[config.mk]
export PLATFORM = sky130hd
export DESIGN_NAME = axis_video_sink
export DESIGN_NICKNAME = d
export VERILOG_FILES = /design/src/rtl/axis_video_sink.sv
export SDC_FILE = /design/constraint.sdc
export NUM_CORES = 1
export LEC_CHECK = 0
export BUFFER_PORTS_ARGS = -buffer_cell sky130_fd_sc_hd__buf_2
export CAP_MARGIN = 0
export CELL_PAD_IN_SITES_DETAIL_PLACEMENT = 2
export CELL_PAD_IN_SITES_GLOBAL_PLACEMENT = 2
export CORE_MARGIN = 2
export CORE_UTILIZATION = 38
export DETAILED_ROUTE_END_ITERATION = 8
export PLACE_DENSITY_LB_ADDON = 0.1
export SLEW_MARGIN = 0
export SYNTH_ARGS = -nofsm -noshare
export SYNTH_HDL_FRONTEND = slang
export SYNTH_SLANG_ARGS = --single-unit
[constraint.sdc]
create_clock -name aclk -period 11.2 [get_ports aclk]
set_input_delay 1.12 -clock aclk [delete_from_list [all_inputs] [get_ports aclk]]
set_output_delay 1.12 -clock aclk [all_outputs]
set_load 0.03 [all_outputs]
[src/rtl/axis_video_sink.sv]
// AXI4-Stream 8-bit video sink: checks SOF/EOL framing against the configured geometry,
// checksums and counts frames. Define AXIS_SINK_BACKPRESSURE_EN for LFSR-driven tready stalls.
module axis_video_sink #(
    parameter int FRAME_WIDTH        = 800,
    parameter int FRAME_HEIGHT       = 600,
    parameter int S_AXIS_TDATA_WIDTH = 8
) (
    input  logic                            aclk,
    input  logic                            areset,
    input  logic                            s_axis_tvalid,
    input  logic [S_AXIS_TDATA_WIDTH-1:0]   s_axis_tdata,
    input  logic [S_AXIS_TDATA_WIDTH/8-1:0] s_axis_tstrb,
    input  logic                            s_axis_tuser,
    input  logic                            s_axis_tlast,
    output logic                            s_axis_tready,
    input  logic                            enable,
    input  logic                            err_clear,
    output logic                            frame_done,
    output logic [31:0]                     frame_checksum,
    output logic [15:0]                     frame_count,
    output logic [3:0]                      err_flags
);

    localparam int XW = (FRAME_WIDTH  > 1) ? $clog2(FRAME_WIDTH)  : 1;
    localparam int YW = (FRAME_HEIGHT > 1) ? $clog2(FRAME_HEIGHT) : 1;
    localparam logic [XW-1:0] X_LAST = XW'(FRAME_WIDTH - 1);
    localparam logic [YW-1:0] Y_LAST = YW'(FRAME_HEIGHT - 1);

    typedef enum logic [1:0] {IDLE, SYNC, ACTIVE} state_t;

    state_t        state_q, state_d;
    logic [XW-1:0] x_q, x_d, px;
    logic [YW-1:0] y_q, y_d, py;
    logic [31:0]   sum_q, sum_d;
    logic [31:0]   csum_q, csum_d;
    logic [15:0]   count_q, count_d;
    logic [3:0]    err_q, err_d, err_set;
    logic          done_q, done_d;
    logic          tready_q, tready_d;
    logic          beat, pixel, start, line_end;
    logic          unused_tstrb;

    assign unused_tstrb = ^s_axis_tstrb;

`ifdef AXIS_SINK_BACKPRESSURE_EN
    logic [15:0] lfsr_q, lfsr_d;
    assign lfsr_d   = {lfsr_q[14:0], lfsr_q[15] ^ lfsr_q[13] ^ lfsr_q[12] ^ lfsr_q[10]};
    assign tready_d = (state_d != IDLE) && lfsr_d[0];
`else
    assign tready_d = (state_d != IDLE);
`endif

    assign beat = s_axis_tvalid && tready_q;

    always_comb begin
        state_d  = state_q;
        x_d      = x_q;
        y_d      = y_q;
        sum_d    = sum_q;
        csum_d   = csum_q;
        count_d  = count_q;
        done_d   = 1'b0;
        err_set  = '0;
        pixel    = 1'b0;
        start    = 1'b0;
        px       = x_q;
        py       = y_q;
        line_end = 1'b0;

        // Every accepted pixel is reduced to a position (px,py); a SOF beat always lands at (0,0).
        unique case (state_q)
            IDLE: if (enable) state_d = SYNC;
            SYNC: if (beat && s_axis_tuser) begin
                pixel = 1'b1;
                start = 1'b1;
            end
            ACTIVE: if (beat) begin
                if (s_axis_tuser) begin
                    pixel = 1'b1;
                    start = 1'b1;
                    if (x_q != '0 || y_q != '0) err_set[0] = 1'b1;
                end else if (x_q == '0 && y_q == '0) begin
                    err_set[3] = 1'b1;
                    state_d    = SYNC;
                end else begin
                    pixel = 1'b1;
                end
            end
            default: state_d = IDLE;
        endcase

        if (start) begin
            px = '0;
            py = '0;
        end

        if (pixel) begin
            state_d  = ACTIVE;
            sum_d    = start ? 32'(s_axis_tdata) : sum_q + 32'(s_axis_tdata);
            line_end = s_axis_tlast || (px == X_LAST);
            if (px == X_LAST && !s_axis_tlast) err_set[2] = 1'b1;
            if (px != X_LAST &&  s_axis_tlast) err_set[1] = 1'b1;
            if (line_end) begin
                x_d = '0;
                if (py == Y_LAST) begin
                    y_d     = '0;
                    done_d  = 1'b1;
                    csum_d  = sum_d;
                    count_d = count_q + 16'd1;
                    state_d = enable ? ACTIVE : IDLE;
                end else begin
                    y_d = py + 1'b1;
                end
            end else begin
                x_d = px + 1'b1;
                y_d = py;
            end
        end

        err_d = (err_clear ? 4'b0000 : err_q) | err_set;
    end

    always_ff @(posedge aclk) begin
        if (areset) begin
            state_q  <= IDLE;
            x_q      <= '0;
            y_q      <= '0;
            sum_q    <= '0;
            csum_q   <= '0;
            count_q  <= '0;
            err_q    <= '0;
            done_q   <= 1'b0;
            tready_q <= 1'b0;
        end else begin
            state_q  <= state_d;
            x_q      <= x_d;
            y_q      <= y_d;
            sum_q    <= sum_d;
            csum_q   <= csum_d;
            count_q  <= count_d;
            err_q    <= err_d;
            done_q   <= done_d;
            tready_q <= tready_d;
        end
    end

`ifdef AXIS_SINK_BACKPRESSURE_EN
    always_ff @(posedge aclk) begin
        if (areset) lfsr_q <= 16'hACE1;
        else        lfsr_q <= lfsr_d;
    end
`endif

    assign s_axis_tready  = tready_q;
    assign frame_done     = done_q;
    assign frame_checksum = csum_q;
    assign frame_count    = count_q;
    assign err_flags      = err_q;

endmodule

==> impl_metrics.csv <==
group,metric,value,unit
floorplanning,rows,45,
timing,finClkSkew,6.43,ps
global_route,grt_remaining_overflow,0,
worst_setup_path,crit_fanout,35,
detailed_routing,antenna_left,0,
cts,htree_levels,3,
timing,layout_min_cycle_time,4700,ps
timing,finalHoldViolCount,0,
cts,clock_latency,360,ps
worst_setup_path,required,11480,ps
timing,rsz0062_at_grt,"false",
cts,path_clk_slew,70,ps
placement,placedCellCount,966,
detailed_routing,drc,0,
cts,cts_hold_buf,0,
global_route,grt_max_degree,94,
synthesis,synth_edf_count,0,
worst_setup_path,max_stage_delay,1030,ps
floorplanning,core-area,15300,sq um
timing,holdWs,467,ps
floorplanning,pin_count,70,
timing,setup_tns,0,ps
cts,post_cts_resize_count,0,
synthesis,synthCells,726,
synthesis,ys.flop_type,"dfxtp_1",
global_route,grt_pass1_wl,31500,microns
timing,tightestPinTransition,1120,ps
placement,dp_worst_setup_slack,6120,ps
worst_setup_path,path_cells,"buf_2 > and3_1 > nand2_1 > buf_4 > and2_1 > ha_1 > nand3_1 > nor3_1 > nand3_1 > nor2_2 > or4bb_1 > a21oi_1",
cts,cts-root-buf,"clkbuf_16",
global_route,antenna_found_initial,0,
status,outcome,"finished, final reports clean",
worst_setup_path,arrival,4980,ps
detailed_routing,vias,5767,
detailed_routing,first_pass_iters,4,
placement,hpwlAfterDp,13100,microns
layout,instances_no_fill,982,
timing,fmax,213,MHz
power,p_leak,2.37,nW
detailed_routing,via_per_inst,5.87,
synthesis,synth.distinct_cells,62,
power,powerDensity,117,nW/um^2
cts,post_cts_buffers,0,
detailed_routing,first_iter_violations,236,
floorplanning,fp.dieH,130,microns
placement,io_buffers,68,
synthesis,seq_area_frac_synth,35.9,%
power,irDropWorstVdd,0.0000761,V
timing,setup_ws,6500,ps
cts,cts_max_path_buffers,2,
layout,finalNetCount,799,
worst_setup_path,start_kind,"input port",
layout,area_growth,13.4,%
timing,setup_violations,0,
global_route,grt_usage,23.4,%
synthesis,yosys_warnings,0,
timing,relSlewSlack,25.0,%
global_route,first_global_vias,6082,
detailed_routing,wl_per_cell,19.5,microns
worst_setup_path,crit_top_cell,"nand3_1",
worst_setup_path,slowest_stage,"nor2_2",
synthesis,synth-async-reset-ratio,0,%
layout,drive_above_1_share,16.6,%
synthesis,ys_seq_elements,108,
flow_run,maxCapViolCount,0,
synthesis,syn_nets,759,
worst_setup_path,crit_start,"s_axis_tvalid",
worst_setup_path,crit_type,"in -> reg",
layout,diodes,0,
worst_setup_path,r2r_start,"state_q[0]",
floorplanning,dieArea,16900,sq um
detailed_routing,wl,19200,microns
floorplanning,die_w,130,microns
placement,routabilityCongestion,0.764,
floorplanning,start_util,39.3,%
min_path,hold_class,"reg -> reg",
min_path,hold_start,"frame_checksum[9]",
synthesis,syn_area_per_cell,8.29,sq um
cts,clock-sinks,108,
worst_setup_path,critPathCaptureType,"flop",
timing,slew_viol_final,0,
synthesis,netlist_area,6020,sq um
cts,numCtsBuffers,9,
cts,cts_tree,"built",
timing,min_period_over_period,42.0,%
## critical path, delay by kind of cell
kind                     cells  cell delay (ps)
AO/OA/AOI/OAI                1              140
adder cells (fa/ha/maj)      1              260
buffers and inverters        2              500
AND/OR/NAND/NOR              8             2940
## Yosys cell counts (17+ instances only)
| cell type | count | area [sq um] |
|---|---|---|
| a211oi_1 | 22 | 165 |
| a211oi_2 | 21 | 263 |
| a21oi_1 | 49 | 245 |
| a31oi_1 | 20 | 125 |
| and3_1 | 17 | 106 |
| clkbuf_1 | 36 | 135 |
| dfxtp_1 | 108 | 2160 |
| inv_1 | 18 | 67.6 |
| nand2_1 | 41 | 154 |
| nand3_1 | 31 | 155 |
| nor2_1 | 83 | 312 |
| nor3_1 | 19 | 95.1 |
| o21ai_0 | 29 | 145 |
| or3_1 | 19 | 119 |
| xnor2_1 | 24 | 210 |
## path summary, 6_finish.rpt
kind,endpoint,slack [ps],cells past startpoint
min,frame_checksum[9],470,2
max,frame_count[14],6500,12
max reg2reg,frame_count[14],6500,13
min reg2reg,frame_checksum[9],470,2
## power breakdown
group / internal (mW) / switching [mW]
combinational: 0.0133 / 0.0298
sequential: 0.386 / 0.00244
clock: 0.214 / 0.152
## flip-flops by register name, indices dropped and copies added, names as in the netlist, 2 cells and up
name,flops
frame_count,16
frame_checksum,32
x_q,10
state_q,2
y_q,10
sum_q,32
err_flags,4
## logic make-up (layout without fill, tap and decap cells)
kind of cell	count (synthesis)	after routing	share of synthesized area [%]
xor+xnor	40	40	5.82
compound gates	195	195	23.2
buf+inv	67	112	4.80
fa+ha+maj	17	17	3.66
simple gates	298	298	26.5
flops	108	108	35.9
mux	1	1	0.166
## cell usage in the layout (no fill, tap or decap), types with 5 or more instances in the layout
master     count
nand3_1       31
clkbuf_16      9
a211oi_1      22
xor2_1        16
a21oi_1       49
buf_2         67
a311oi_1       5
nor4_1        15
or3_1         19
a22oi_1        6
nor2_1        82
nand3b_1       7
ha_1          16
nand4_1       12
o21ai_0       29
inv_1         18
and2_1        12
and4_1         9
dfxtp_1      108
a211oi_2      20
nand2_1       41
and3_1        17
nand4b_1       5
nor2b_1        5
nor3_1        19
xnor2_1       24
a31oi_1       20
o211ai_1      10
or4_1          7
buf_4         11
## routing by layer
metal | GRT usage (%) | vias to the layer above | routed length (microns)
li1 | - | 2764 | -
met1 | 30.3 | 2904 | 9220
met2 | 40.9 | 83 | 9200
met3 | 3.90 | 16 | 508
met4 | 5.50 | 0 | 233
met5 | 0 | - | 0
## area by class of cell
class | instances | area, sq um
flip-flops and latches | 108 | 2160
clock inverters | 4 | 70.1
inverters | 18 | 67.6
multi-input cells | 551 | 3580
fillers | 1772 | 8490
clock buffers | 12 | 267
well taps | 211 | 264
repair buffers | 78 | 418
## per-stage QoR
stage	util (%)	total power, mW	instance area (sq um)
after detailed placement	42.4	0.441	6490
after CTS	44.6	0.806	6820
final	44.6	0.797	6820
after global placement	42.4	0.438	6490
after floorplan	-	0.425	6020
after global routing	44.6	0.826	6820
Note: power is estimated with default switching activity, not from simulation.
